File: config.mk
export PLATFORM = sky130hd
export DESIGN_NAME = multi_start_sync_flat
export DESIGN_NICKNAME = d
export VERILOG_FILES = /design/src/rtl/multi_start_sync_if.sv /design/src/rtl/multi_start_sync.sv /design/src/flat_wrapper.sv
export SDC_FILE = /design/constraint.sdc
export NUM_CORES = 1
export LEC_CHECK = 0
export BUFFER_PORTS_ARGS = -buffer_cell sky130_fd_sc_hd__buf_2
export CAP_MARGIN = 20
export CORE_AREA = 2 2 134 149
export CTS_CLUSTER_SIZE = 20
export DETAILED_ROUTE_END_ITERATION = 12
export DIE_AREA = 0 0 136 151
export SETUP_SLACK_MARGIN = 0.15
export SLEW_MARGIN = 20
export SYNTH_ARGS = -nofsm -noshare
export SYNTH_HDL_FRONTEND = slang
export SYNTH_SLANG_ARGS = --single-unit
File: constraint.sdc
create_clock -name clk -period 3.22 [get_ports clk]
set_input_delay 0.483 -clock clk [delete_from_list [all_inputs] [get_ports clk]]
set_output_delay 0.483 -clock clk [all_outputs]
set_load 0.005 [all_outputs]
File: src/rtl/multi_start_sync_if.sv
// Trigger, configuration and status bundle for multi_start_sync.
// Optional stats outputs are present only when MULTI_START_SYNC_STATS_EN is defined.
interface multi_start_sync_if #(
  parameter int unsigned N_CH   = 3,
  parameter int unsigned CNT_W  = 32,
  parameter int unsigned STAT_W = 16
);
  logic [N_CH-1:0]   impulse;
  logic [N_CH-1:0]   ch_mask;
  logic [CNT_W-1:0]  hold_len;
  logic [CNT_W-1:0]  timeout_len;
  logic              auto_rearm;
  logic              rearm;
  logic              clr;
  logic              counted;
  logic              start_pulse;
  logic              timeout_err;
  logic              busy;
  logic [N_CH-1:0]   ch_seen;
`ifdef MULTI_START_SYNC_STATS_EN
  logic [STAT_W-1:0] seq_count;
  logic [STAT_W-1:0] to_count;
`endif

  modport master (
    output impulse, ch_mask, hold_len, timeout_len, auto_rearm, rearm, clr,
`ifdef MULTI_START_SYNC_STATS_EN
    input  seq_count, to_count,
`endif
    input  counted, start_pulse, timeout_err, busy, ch_seen
  );

  modport slave (
    input  impulse, ch_mask, hold_len, timeout_len, auto_rearm, rearm, clr,
`ifdef MULTI_START_SYNC_STATS_EN
    output seq_count, to_count,
`endif
    output counted, start_pulse, timeout_err, busy, ch_seen
  );
endinterface

File: src/rtl/multi_start_sync.sv
// Waits for every enabled impulse channel to fire (any order), then opens a hold window.
// Define MULTI_START_SYNC_STATS_EN to add saturating start/timeout statistics counters.
module multi_start_sync #(
  parameter int unsigned N_CH   = 3,
  parameter int unsigned CNT_W  = 32,
  parameter int unsigned STAT_W = 16
) (
  input  logic              clk,
  input  logic              rstn,
  multi_start_sync_if.slave bus
);

  typedef enum logic [1:0] {COLLECT, HOLD, DONE} state_e;

  state_e           state_q, state_d;
  logic [N_CH-1:0]  seen_q, seen_d, seen_nxt;
  logic [CNT_W-1:0] hold_cnt_q, hold_cnt_d;
  logic [CNT_W-1:0] hold_len_q, hold_len_d;
  logic [CNT_W-1:0] to_cnt_q, to_cnt_d, to_inc;
  logic             start_q, start_d;
  logic             terr_q, terr_d;
  logic             complete, running, timed_out;

  always_ff @(posedge clk or negedge rstn) begin
    if (!rstn) begin
      state_q    <= COLLECT;
      seen_q     <= '0;
      hold_cnt_q <= '0;
      hold_len_q <= '0;
      to_cnt_q   <= '0;
      start_q    <= 1'b0;
      terr_q     <= 1'b0;
    end else begin
      state_q    <= state_d;
      seen_q     <= seen_d;
      hold_cnt_q <= hold_cnt_d;
      hold_len_q <= hold_len_d;
      to_cnt_q   <= to_cnt_d;
      start_q    <= start_d;
      terr_q     <= terr_d;
    end
  end

  always_comb begin
    seen_nxt   = seen_q | (bus.impulse & bus.ch_mask);
    complete   = (bus.ch_mask != '0) && ((seen_nxt & bus.ch_mask) == bus.ch_mask);
    running    = (seen_q & bus.ch_mask) != '0;
    to_inc     = to_cnt_q + CNT_W'(1);
    timed_out  = running && (bus.timeout_len != '0) && (to_inc == bus.timeout_len);

    state_d    = state_q;
    seen_d     = seen_q;
    hold_cnt_d = hold_cnt_q;
    hold_len_d = hold_len_q;
    to_cnt_d   = to_cnt_q;
    start_d    = 1'b0;
    terr_d     = 1'b0;

    if (bus.clr) begin
      state_d    = COLLECT;
      seen_d     = '0;
      hold_cnt_d = '0;
      hold_len_d = '0;
      to_cnt_d   = '0;
    end else begin
      unique case (state_q)
        COLLECT: begin
          seen_d = seen_nxt;
          // completion is tested first so a coinciding timeout is suppressed
          if (complete) begin
            state_d    = HOLD;
            start_d    = 1'b1;
            hold_cnt_d = CNT_W'(1);
            hold_len_d = (bus.hold_len == '0) ? CNT_W'(1) : bus.hold_len;
            to_cnt_d   = '0;
          end else if (timed_out) begin
            terr_d   = 1'b1;
            seen_d   = '0;
            to_cnt_d = '0;
          end else if (running && (bus.timeout_len != '0)) begin
            to_cnt_d = to_inc;
          end else begin
            to_cnt_d = '0;
          end
        end
        HOLD: begin
          if (hold_cnt_q >= hold_len_q) begin
            state_d    = bus.auto_rearm ? COLLECT : DONE;
            seen_d     = '0;
            hold_cnt_d = '0;
            to_cnt_d   = '0;
          end else begin
            hold_cnt_d = hold_cnt_q + CNT_W'(1);
          end
        end
        DONE: begin
          if (bus.rearm) state_d = COLLECT;
        end
        default: state_d = COLLECT;
      endcase
    end
  end

  assign bus.counted     = (state_q == HOLD);
  assign bus.start_pulse = start_q;
  assign bus.timeout_err = terr_q;
  assign bus.busy        = (state_q == HOLD) || ((state_q == COLLECT) && running);
  assign bus.ch_seen     = seen_q;

`ifdef MULTI_START_SYNC_STATS_EN
  logic [STAT_W-1:0] seq_q, seq_d, tocnt_q, tocnt_d;

  always_comb begin
    seq_d   = seq_q;
    tocnt_d = tocnt_q;
    if (bus.clr) begin
      seq_d   = '0;
      tocnt_d = '0;
    end else begin
      if (start_d && (seq_q != '1))   seq_d   = seq_q + STAT_W'(1);
      if (terr_d  && (tocnt_q != '1)) tocnt_d = tocnt_q + STAT_W'(1);
    end
  end

  always_ff @(posedge clk or negedge rstn) begin
    if (!rstn) begin
      seq_q   <= '0;
      tocnt_q <= '0;
    end else begin
      seq_q   <= seq_d;
      tocnt_q <= tocnt_d;
    end
  end

  assign bus.seq_count = seq_q;
  assign bus.to_count  = tocnt_q;
`endif

endmodule
File: src/flat_wrapper.sv
// flat-port wrapper written by rule: the top's interface ports become plain ports
module multi_start_sync_flat 
#(
  parameter int unsigned N_CH   = 3,
  parameter int unsigned CNT_W  = 32,
  parameter int unsigned STAT_W = 16
)
  (clk, rstn, bus_impulse, bus_ch_mask, bus_hold_len, bus_timeout_len, bus_auto_rearm, bus_rearm, bus_clr, bus_counted, bus_start_pulse, bus_timeout_err, bus_busy, bus_ch_seen);
  multi_start_sync_if #(.N_CH(N_CH), .CNT_W(CNT_W), .STAT_W(STAT_W)) bus_i ();
  input  logic clk;
  input  logic rstn;
  input wire logic [$bits(bus_i.impulse)-1:0] bus_impulse;
  input wire logic [$bits(bus_i.ch_mask)-1:0] bus_ch_mask;
  input wire logic [$bits(bus_i.hold_len)-1:0] bus_hold_len;
  input wire logic [$bits(bus_i.timeout_len)-1:0] bus_timeout_len;
  input wire logic [$bits(bus_i.auto_rearm)-1:0] bus_auto_rearm;
  input wire logic [$bits(bus_i.rearm)-1:0] bus_rearm;
  input wire logic [$bits(bus_i.clr)-1:0] bus_clr;
  output wire logic [$bits(bus_i.counted)-1:0] bus_counted;
  output wire logic [$bits(bus_i.start_pulse)-1:0] bus_start_pulse;
  output wire logic [$bits(bus_i.timeout_err)-1:0] bus_timeout_err;
  output wire logic [$bits(bus_i.busy)-1:0] bus_busy;
  output wire logic [$bits(bus_i.ch_seen)-1:0] bus_ch_seen;
  assign bus_i.impulse = bus_impulse;
  assign bus_i.ch_mask = bus_ch_mask;
  assign bus_i.hold_len = bus_hold_len;
  assign bus_i.timeout_len = bus_timeout_len;
  assign bus_i.auto_rearm = bus_auto_rearm;
  assign bus_i.rearm = bus_rearm;
  assign bus_i.clr = bus_clr;
  assign bus_counted = bus_i.counted;
  assign bus_start_pulse = bus_i.start_pulse;
  assign bus_timeout_err = bus_i.timeout_err;
  assign bus_busy = bus_i.busy;
  assign bus_ch_seen = bus_i.ch_seen;
  multi_start_sync #(.N_CH(N_CH), .CNT_W(CNT_W), .STAT_W(STAT_W)) u_core (.clk(clk), .rstn(rstn), .bus(bus_i));
endmodule
# Word level (Yosys, flattened, before mapping)

Index checks and enable logic that the tools add are counted.

Add/subtract/negate cells: 2
Order comparisons: 1
Equal/unequal tests: 7
Muxes and demuxes: 32
Bitwise logic cells: 4
Reduce and logical (&&, ||, !) cells: 17

Operator list:

| cell                                                            | count |
|---|---|
| 32-bit 2-to-1 mux                                               | 12 |
| 32-bit case mux with 2 select lines                             | 2 |
| 32-bit by 1-bit adder with 32-bit output, second input constant | 2 |
| 32-bit == test                                                  | 1 |
| 32-bit >= comparator                                            | 1 |
| 32-bit zero test                                                | 1 |
| 32-bit nonzero test                                             | 1 |
| 3-bit 2-to-1 mux                                                | 4 |
| 2-bit 2-to-1 mux                                                | 5 |
| 3-bit bitwise AND                                               | 3 |
| 3-bit nonzero test                                              | 3 |
| 1-bit 2-to-1 mux                                                | 7 |
| 3-bit by 2-bit != test with 1-bit output, second input constant | 2 |
| 2-bit case mux with 3 select lines                              | 1 |
| 3-bit case mux with 2 select lines                              | 1 |
| 2-bit AND reduction                                             | 3 |
| 1-bit logical AND                                               | 4 |
| 2-bit nonzero test                                              | 2 |
| 3-bit == test                                                   | 1 |
| 3-bit != test, second input constant                            | 1 |
| 3-bit OR                                                        | 1 |
| 3-bit AND reduction                                             | 1 |
| 2-bit by 1-bit == test with 1-bit output, second input constant | 1 |
| 2-bit == test, second input constant                            | 1 |
| 2 further kinds                                                 | 2 |

Bits in registers: 103
Input port bits: 75
Output and inout bits: 7
Logic and storage cells: 70

# Depth between registers and ports, before layout

Gate-level depths: netlist (run 1).

Depth in word-level cells: 8
Mapped depth: 13
Gate-level depth less buffers: 11

# Worst setup path after synthesis (run 1)

No wires, ideal clock.

Path type: register to register
Start point: register u_core.to_cnt_q[0]
End point: register u_core.to_cnt_q[10]
Library setup time: 0.127 ns
Arrival time: 2.814 ns
Data required time: 3.093 ns
Path slack: 0.279 ns
Stages on the path, launching flop included: 12
Buffers on the path: 1
Clock period less this slack: 2.941 ns
Cells stage by stage: dfrtp_1 -> ha_1 -> nand3_1 -> nor2_1 -> nand4_1 -> mux2_1 -> o21ai_0 -> nor4bb_1 -> nand4b_2 -> buf_2 -> a31oi_1 -> o22ai_1

Cells in the longest elaborated chain, start to end: 7
Elaborated cells on any way between the ends: 8
Those cells by class: add/sub: 1; eq/ne: 1; mux: 5; reduce/logical: 1

Ends and longest elaborated chain:

| what                                         | RTL line               | source |
|---|---|---|
| start: declaration                           | multi_start_sync.sv:19 | `logic [CNT_W-1:0] to_cnt_q, to_cnt_d, to_inc;` |
| start signal: assignment                     | multi_start_sync.sv:38 | `to_cnt_q <= to_cnt_d;` |
| 32-bit by 1-bit adder with 32-bit output (*) | multi_start_sync.sv:48 | `to_inc = to_cnt_q + CNT_W'(1);` |
| 32-bit == test                               | multi_start_sync.sv:49 | `timed_out = running && (bus.timeout_len != '0) && (to_inc == bus.timeout_len);` |
| 1-bit logical AND                            | multi_start_sync.sv:49 |  |
| 32-bit 2-to-1 mux (*)                        | multi_start_sync.sv:76 | `end else if (timed_out) begin` |
| 32-bit 2-to-1 mux (*)                        | multi_start_sync.sv:70 | `if (complete) begin` |
| 32-bit case mux with 2 select lines (*)      | multi_start_sync.sv:66 | `unique case (state_q)` |
| 32-bit 2-to-1 mux (*)                        | multi_start_sync.sv:59 | `if (bus.clr) begin` |

Every way passes the cells marked *; elsewhere a longest branch is shown, timed or not.
A chain may end at the register's enable or synchronous reset.

# Final worst setup path (run 1)

Start point: register u_core.to_cnt_q[1]
End point: register u_core.to_cnt_q[31]

The elaborated chain is that of the path after synthesis.

==> results.md, run 1 <==
* Reg-to-Reg Start: u_core.to_cnt_q[1]
* Antenna Diode Count at 0
* Max clock buf depth at 2
* Crit path arrival time at 3.30 ns
* Leading post-synthesis cells by cell area: sky130_fd_sc_hd__dfrtp_1 (36%), sky130_fd_sc_hd__ha_1 (6.0%), sky130_fd_sc_hd__xnor2_1 (4.2%), sky130_fd_sc_hd__xor2_1 (4.2%), sky130_fd_sc_hd__a22o_1 (3.8%)
* Post-synth EDFFs at 0
* Antenna viol nets, final at 0
* Post-synthesis adder-cell area fraction at 0.0602
* Clk slew on worst S/H paths at 0.08 ns
* Vias after detailed routing at 6906
* Non-filler instance count after layout at 1202
* Power share of the combinational group at 0.216
* Share of layout cells above drive strength 1 at 0.259
* Cell type with the highest aggregate area in the netlist: sky130_fd_sc_hd__dfrtp_1
* Count of input and output buffers at 81
* Detailed-route vias per instance at 5.75
* Largest net degree at the start of global routing at 65
* Overall Power at 3.24 mW
* Count of boundary I/O pins at 82
* Final worst setup slack at 0.179 ns
* Number of antenna violations at the first check in global routing at 0
* Core Area at 19000 µm²
* Number of hold-slack violations in the final timing report at 0
* Share of flip-flops with an asynchronous set or reset at 1.00
* Total number of H-tree levels at 3
* DR DRC count at 0
* Synth cell types at 65
* Share of cell area taken by muxes after synthesis at 0.00744
* Clock root cell: sky130_fd_sc_hd__clkbuf_16
* CTS tree: done
* Crit Path Category: reg2reg
* Cell area after synthesis at 7060 µm²
* Placed cell count at 1157
* Number of CTS-inserted buffers at 9
* Max frequency at 329 MHz
* Combinational family with the most area after synthesis: simple AND/OR/NAND/NOR gates
* Remaining max-slew budget at the tightest pin at 0.199
* Final setup violation count at 0
* CP endpoint kind: register
* Synth Area in Compound Gates at 0.173
* Average cell area after synthesis at 8.60 µm²
* Detailed-route wire length at 22.5 mm
* Wire per inst at 18.7 µm
* Simple-gate area share of the yosys netlist at 0.256
* Cell Int Power at 2.22 mW
* Pre-Repair DR Iteration Count at 5
* Synthesis-to-finish area growth at 29.2%
* Type of the most critical hold path: in2async
* Reported leakage power at 3.96 nW
* Run status: finished, final reports clean
* Post-synthesis cell count at 821
* Worst setup slack before clock tree synthesis at -0.0916 ns
* Clock latency at the later pin of the worst-skew pair at 0.36 ns
* Routability Congestion at 0.910
* Worst clock skew at 0.0184 ns
* GRT Residual Overflow at 0
* Detailed router's first-iteration violation count at 468
* Reported max-cap violation count at 0
* Placed wire-length estimate after detailed placement at 15.7 mm
* Data required, critical path at 3.48 ns
* CP Max Fanout at 5
* Crit start category: register
* Post-synth net total at 930
* Die Height at 151 µm
* Top_reg_cell synth: sky130_fd_sc_hd__dfrtp_1
* Aggregate negative setup slack at 0 ns
* Yosys reg bits at 103
* Final period demand of the worst path at 3.04 ns
* CTS Sinks at 103
* VDD IR-drop max at 0.257 mV
* Final max-slew violation count at 0
* Starting density of the core at 0.372
* Overall die width at 136 µm
* Worst-Margin Slew at 1.19 ns
* Share of the clock period used by the worst path at 0.944
* Register area share after synthesis at 0.365
* Filler cells at 1837
* Crit path launch: u_core.to_cnt_q[1]
* Global routing usage summed across all routing layers at 0.214
* Unrepaired setup endpoints after global routing: yes
* Post-synthesis share of cell area spent on xor and xnor gates at 0.0843
* Proportion of power drawn by flip-flops and latches at 0.433
* Number of buffers inserted by hold repair at cts at 0
* Net switching power figure at 1.03 mW
* Top library cells by usage in the layout, fill and taps aside: sky130_fd_sc_hd__dfrtp_1 (102), sky130_fd_sc_hd__buf_2 (80), sky130_fd_sc_hd__buf_4 (66), sky130_fd_sc_hd__nor2_1 (64), sky130_fd_sc_hd__nand2_1 (60)
* Part of the power in the clock network at 0.351
* Number of placement rows at 53
* DIE AREA at 20500 µm²
* First-pass GRT wire length at 34.1 mm
* Area fraction of the dominant cell type after synthesis at 0.365
* Via count of the first global-routing pass at 6476
* P per Cell Area at 356 nW/µm²
* WHS at 0.230 ns
* Most frequent standard cell in the layout excluding fill and tap cells: sky130_fd_sc_hd__dfrtp_1
* Layout net count at 1059
* Ys Warns at 0
* Net Sw Frac at 0.317
-- through the flow --
stage | util | area (µm²)
5_1_grt | 0.481 | 9120
6_report | 0.481 | 9120
3_5_place_dp | 0.426 | 8080
2_1_floorplan | - | 7060
4_1_cts | 0.452 | 8570
3_3_place_gp | 0.426 | 8080
-- worst max-delay path, stage by stage, from the launching register on --
cell and delay [ns]:
sky130_fd_sc_hd__dfrtp_1 0.36, sky130_fd_sc_hd__buf_4 0.13, sky130_fd_sc_hd__nand3_2 0.10, sky130_fd_sc_hd__or4_4 0.57, sky130_fd_sc_hd__or4_4 0.50, sky130_fd_sc_hd__a21oi_2 0.15
sky130_fd_sc_hd__nor2_2 0.08, sky130_fd_sc_hd__nor4b_4 0.27, sky130_fd_sc_hd__nand4b_4 0.20, sky130_fd_sc_hd__buf_12 0.20, sky130_fd_sc_hd__buf_16 0.14, sky130_fd_sc_hd__a32oi_1 0.18
sky130_fd_sc_hd__nand2_1 0.06
-- routing by layer --
layer | wire [µm] | global-route usage
met3 | 1230 | 0.0274
met5 | 0 | 0
met2 | 10800 | 0.352
met1 | 9740 | 0.291
met4 | 694 | 0.0734
-- worst paths after layout --
check,endpoint,depth (start not counted),slack (ns)
worst max-delay path,u_core.to_cnt_q[31],12,0.18
worst min-delay path,u_core.to_cnt_q[6],1,0.23
worst max register to register,u_core.to_cnt_q[31],12,0.18
worst min register to register,u_core.hold_len_q[0],2,0.50
max in group asynchronous,u_core.hold_len_q[13],2,2.25
min in group clk,u_core.hold_len_q[25],2,0.35
-- power by group through the flow --
| stage | Clock, mW | Combinational, mW | Sequential (mW) |
|---|---|---|---|
| finish | 1.14 | 0.700 | 1.41 |
| global placement | 0 | 0.617 | 1.43 |
| detailed placement | 0 | 0.623 | 1.43 |
| floorplan | 0 | 0.356 | 1.42 |
| CTS | 1.16 | 0.629 | 1.40 |
| global route | 1.21 | 0.776 | 1.42 |
-- what timing repair did --
action / CTS / global route
setup endpoints to repair: 35 / 66
resized for setup: 12 / 58
cloned: 2 / 8
setup buffers: 11 / 8
hold endpoints to repair: 0 / 0
pin swaps: 7 / 24
-- logic make-up after synthesis --
| group | Yosys count |
|---|---|
| xor+xnor | 68 |
| mux | 5 |
| buf+inv | 96 |
| fa+ha+maj | 34 |
| compound gates | 177 |
| flops | 103 |
| simple gates | 338 |
-- synth_stat cells, types with 3 or more instances --
cell / n
sky130_fd_sc_hd__a211oi_1: 4
sky130_fd_sc_hd__a21o_1: 12
sky130_fd_sc_hd__a21oi_1: 29
sky130_fd_sc_hd__a22o_1: 31
sky130_fd_sc_hd__a22oi_1: 19
sky130_fd_sc_hd__a31oi_1: 13
sky130_fd_sc_hd__a32oi_1: 4
sky130_fd_sc_hd__and2_1: 7
sky130_fd_sc_hd__and3_1: 17
sky130_fd_sc_hd__and4_1: 7
sky130_fd_sc_hd__buf_2: 14
sky130_fd_sc_hd__clkbuf_1: 32
sky130_fd_sc_hd__dfrtp_1: 103
sky130_fd_sc_hd__ha_1: 34
sky130_fd_sc_hd__inv_1: 48
sky130_fd_sc_hd__mux2i_1: 3
sky130_fd_sc_hd__nand2_1: 61
sky130_fd_sc_hd__nand2b_1: 7
sky130_fd_sc_hd__nand3_1: 32
sky130_fd_sc_hd__nand4_1: 37
sky130_fd_sc_hd__nor2_1: 68
sky130_fd_sc_hd__nor2b_1: 8
sky130_fd_sc_hd__nor3_1: 34
sky130_fd_sc_hd__nor3b_1: 5
sky130_fd_sc_hd__nor4_1: 26
sky130_fd_sc_hd__nor4b_1: 3
sky130_fd_sc_hd__o2111ai_1: 4
sky130_fd_sc_hd__o21ai_0: 15
sky130_fd_sc_hd__o21ai_1: 20
sky130_fd_sc_hd__o22ai_1: 4
sky130_fd_sc_hd__or2_2: 6
sky130_fd_sc_hd__or4_1: 4
sky130_fd_sc_hd__xnor2_1: 34
sky130_fd_sc_hd__xor2_1: 34
-- state kept, by name, summed over array words and instances (netlist names) --
signal and flops:
u_core.bus.ch_seen 3, u_core.bus.start_pulse 1, u_core.bus.timeout_err 1, u_core.hold_cnt_q 32
u_core.hold_len_q 32, u_core.state_q 2, u_core.to_cnt_q 32
-- cell type report --
class / instances / area (µm²) / share of cell area
Sequential cell: 103 / 2580 / 0.283
Multi-Input combinational cell: 622 / 4460 / 0.488
Timing Repair Buffer: 166 / 1300 / 0.143
Tap cell: 247 / 309 / 0.0339
Inverter: 48 / 180 / 0.0197
Clock inverter: 6 / 57.6 / 0.00631
Clock buffer: 10 / 239 / 0.0262
No activity file was read; power rests on OpenSTA's default activity.
==> run 2, diff against run 1 <==
--- a/config.mk
+++ b/config.mk
@@ -11,7 +11,8 @@
 export CTS_CLUSTER_SIZE = 20
 export DETAILED_ROUTE_END_ITERATION = 12
 export DIE_AREA = 0 0 136 151
-export SETUP_SLACK_MARGIN = 0.15
+export PLACE_DENSITY_LB_ADDON = 0.2
+export SETUP_SLACK_MARGIN = 0.5
 export SLEW_MARGIN = 20
 export SYNTH_ARGS = -nofsm -noshare
 export SYNTH_HDL_FRONTEND = slang
==> run 2 against run 1 <==
Net effect:
- sequential power is essentially flat
- first-iteration DRC count up 7.7%
- sequential share of layout area up 0.81 points
- utilization down 1.3 points
- cell count down 0.58%
- clock power about the same
- non-clock buffer count shrank 7
- global-route usage up 0.23 points
- critical path depth fell by 1
- critical endpoint is now u_core.to_cnt_q[3]
- highest routed layer unchanged
==> results.md, run 2 (same netlist as run 1, synthesis figures left out) <==
* Run status: finished, final reports clean
* Net Sw Frac at 0.307 (-0.0100)
* Aggregate negative setup slack at 0 ns (unchanged)
* M1 WL at 9.64 mm (-1.0%)
* Starting density of the core at 0.372 (unchanged)
* Filler cells at 1897 (+3.3%)
* Cell Int Power at 2.24 mW (+0.93%)
* CP endpoint kind: register
* Crit path arrival time at 3.29 ns (about the same)
* Power share of the combinational group at 0.208 (-0.008)
* Layout net count at 1052 (-0.66%)
* Count of input and output buffers at 81 (unchanged)
* GRT Residual Overflow at 0 (unchanged)
* Highest routing layer actually used: met4
* Final setup violation count at 0 (unchanged)
* Count of boundary I/O pins at 82 (unchanged)
* CP Max Fanout at 4 (-1)
* Detailed router's first-iteration violation count at 504 (+7.7%)
* Worst clock skew at 0.0120 ns (-0.00637 ns)
* Crit path launch: u_core.to_cnt_q[5]
* Clock root cell: sky130_fd_sc_hd__clkbuf_16
* Final max-slew violation count at 0 (unchanged)
* Clock latency at the later pin of the worst-skew pair at 0.36 ns (about the same)
* VDD IR-drop max at 0.250 mV (-2.6%)
* DIE AREA at 20500 µm² (unchanged)
* Via count of the first global-routing pass at 6559 (+1.3%)
* Number of antenna violations at the first check in global routing at 0 (unchanged)
* Largest net degree at the start of global routing at 51 (-22%)
* Unrepaired setup endpoints after global routing: yes
* Worst-Margin Slew at 1.01 ns (-0.180 ns)
* Number of placement rows at 53 (unchanged)
* Placed cell count at 1161 (+0.35%)
* Worst-path cell chain: nand4_1 -> or4_4 -> or4_1 -> a21oi_2 -> nor2_2 -> nor4b_4 -> nand4b_4 -> buf_6 -> clkbuf_16 -> a22oi_2 -> o21ai_1
* Routability Congestion at 0.924 (+1.6%)
* Die Height at 151 µm (unchanged)
* Reported max-cap violation count at 0 (unchanged)
* Worst Path Buf+Inv at 2 (-1)
* Wire per inst at 18.5 µm (-0.86%)
* Number of cells on the critical path at 11 (-1)
* P per Cell Area at 363 nW/µm² (+2.2%)
* Share of the clock period used by the worst path at 0.950 (+0.00517)
* Vias after detailed routing at 6721 (-2.7%)
* CTS tree: done
* Max clock buf depth at 2 (unchanged)
* Reg-to-Reg Start: u_core.to_cnt_q[5]
* Final worst setup slack at 0.162 ns (-0.0167 ns)
* Share of layout cells above drive strength 1 at 0.249 (-0.00969)
* Reg-to-reg critical path endpoint: u_core.to_cnt_q[3]
* Net switching power figure at 0.990 mW (-3.7%)
* Reported leakage power at 3.83 nW (-3.1%)
* Overall die width at 136 µm (unchanged)
* Proportion of power drawn by flip-flops and latches at 0.435 (+0.002)
* Detailed-route wire length at 22.2 mm (-1.4%)
* Synthesis-to-finish area growth at 25.7%
* Worst setup slack before clock tree synthesis at 0.148 ns (+0.239 ns)
* Most frequent standard cell in the layout excluding fill and tap cells: sky130_fd_sc_hd__dfrtp_1
* CTS Sinks at 103 (unchanged)
* Non-filler instance count after layout at 1195 (-0.58%)
* R2R depth at 11 (-1)
* Global routing usage summed across all routing layers at 0.216 (+0.00226)
* Total length of routed met2 wires at 11.0 mm (+1.6%)
* Antenna Diode Count at 0 (unchanged)
* CP Capture Point: u_core.to_cnt_q[3]
* DR DRC count at 0 (unchanged)
* Register-to-register setup slack at 0.16 ns (-0.02 ns)
* Total number of H-tree levels at 3 (unchanged)
* Post-detailed-placement cell area at 8150 µm² (+0.88%)
* Type of the most critical hold path: in2async
* Highest-delay cell along the critical path: sky130_fd_sc_hd__or4_1
* Final period demand of the worst path at 3.06 ns (+0.0167 ns)
* Number of hold-slack violations in the final timing report at 0 (unchanged)
* WHS at 0.172 ns (-0.0578 ns)
* Antenna viol nets, final at 0 (unchanged)
* Largest stage delay on the critical path at 0.54 ns (-0.03 ns)
* Area used by multi-input combinational logic at 4380 µm² (-1.8%)
* Final design instance area without fill at 8880 µm² (-2.7%)
* Largest delay contributor family on the critical path: simple AND/OR/NAND/NOR gates
* Part of the power in the clock network at 0.357 (+0.006)
* Number of buffers inserted by hold repair at cts at 0 (unchanged)
* Data required, critical path at 3.45 ns (-0.03 ns)
* Number of CTS-inserted buffers at 9 (unchanged)
* Placed wire-length estimate after detailed placement at 16.3 mm (+3.5%)
* Pre-Repair DR Iteration Count at 5 (unchanged)
* Max frequency at 327 MHz (-0.54%)
* Crit Path Category: reg2reg
* Leading registers by flop count: u_core.hold_cnt_q (32), u_core.hold_len_q (32), u_core.to_cnt_q (32)
* Detailed-route vias per instance at 5.62 (-2.1%)
* Remaining max-slew budget at the tightest pin at 0.319 (+0.121)
* Routed met3 length at 932 µm (-24%)
* Top library cells by usage in the layout, fill and taps aside: sky130_fd_sc_hd__dfrtp_1 (100), sky130_fd_sc_hd__buf_2 (81), sky130_fd_sc_hd__buf_4 (66), sky130_fd_sc_hd__nor2_1 (64), sky130_fd_sc_hd__nand2_1 (60)
* Core Area at 19000 µm² (unchanged)
* Register area at 2580 µm² (about the same)
* Crit start category: register
* Clk slew on worst S/H paths at 0.08 ns (about the same)
* First-pass GRT wire length at 34.3 mm (+0.42%)
[run 2: changes by cell type in the layout (fill, tap and decap cells not counted), moves of 2 or more]
| cell | delta |
|---|---|
| sky130_fd_sc_hd__a22oi_1 | +4 |
| sky130_fd_sc_hd__nor4_1 | -3 |
| sky130_fd_sc_hd__a31oi_2 | -2 |
| sky130_fd_sc_hd__a31oi_1 | +2 |
| sky130_fd_sc_hd__clkinvlp_4 | +2 |
| sky130_fd_sc_hd__dfrtp_1 | -2 |
| sky130_fd_sc_hd__inv_8 | -2 |
| sky130_fd_sc_hd__dfrtp_2 | +2 |
| sky130_fd_sc_hd__a22oi_2 | -4 |
| sky130_fd_sc_hd__nor4_2 | +3 |
| sky130_fd_sc_hd__clkbuf_16 | -6 |
| sky130_fd_sc_hd__buf_6 | -2 |
[run 2: layout make-up]
| class | count | share of cell area |
|---|---|---|
| multi-input combinational | 622 | 0.493 |
| sequential | 103 | 0.291 |
| timing repair buffer | 159 | 0.127 |
| tap | 247 | 0.0348 |
| clock buffer | 9 | 0.0254 |
| inverter | 48 | 0.0203 |
| clock inverter | 7 | 0.00902 |
[run 2: stage by stage]
step / util / power, mW
2_1_floorplan: - / 1.77
3_3_place_gp: 0.430 / 2.06
3_5_place_dp: 0.430 / 2.07
4_1_cts: 0.453 / 3.23
5_1_grt: 0.468 / 3.37
6_report: 0.468 / 3.23
[run 2: how the worst min path moves through the flow]
stage	slack (ns)	end	startpoint
after detailed placement	0.47	u_core.hold_len_q[0]	u_core.hold_len_q[0]
after global routing	0.23	u_core.hold_len_q[6]	rstn
final	0.17	u_core.to_cnt_q[5]	rstn
after floorplan	0.19	u_core.bus.ch_seen[0]	rstn
after CTS	0.20	u_core.to_cnt_q[16]	rstn
after global placement	0.46	u_core.hold_len_q[0]	u_core.hold_len_q[0]
[run 2: worst register-to-register path, stage by stage, from the launching register on]
cell	delay, ns
sky130_fd_sc_hd__dfrtp_1	0.42
sky130_fd_sc_hd__nand4_1	0.17
sky130_fd_sc_hd__or4_4	0.53
sky130_fd_sc_hd__or4_1	0.54
sky130_fd_sc_hd__a21oi_2	0.17
sky130_fd_sc_hd__nor2_2	0.06
sky130_fd_sc_hd__nor4b_4	0.30
sky130_fd_sc_hd__nand4b_4	0.16
sky130_fd_sc_hd__buf_6	0.19
sky130_fd_sc_hd__clkbuf_16	0.16
sky130_fd_sc_hd__a22oi_2	0.13
sky130_fd_sc_hd__o21ai_1	0.09
[run 2: power groups by stage]
stage | Sequential (mW) | Clock (mW) | Combinational, mW
after floorplan | 1.42 | 0 | 0.356
after detailed placement | 1.43 | 0 | 0.636
after global placement | 1.43 | 0 | 0.631
after CTS | 1.40 | 1.18 | 0.648
final | 1.40 | 1.15 | 0.672
after global routing | 1.41 | 1.22 | 0.741
[run 2: what timing repair did]
action	CTS	global route
pin swaps	5	15
gates cloned	2	3
endpoints found under the hold margin	0	0
gates resized for setup	11	40
buffers inserted	8	5
endpoints found under the setup margin	68	68
[run 2: metal layers]
metal,vias to the layer above,track usage
li1,3255,-
met1,3244,0.273
met2,182,0.376
met3,40,0.0301
met4,0,0.0802
met5,-,0
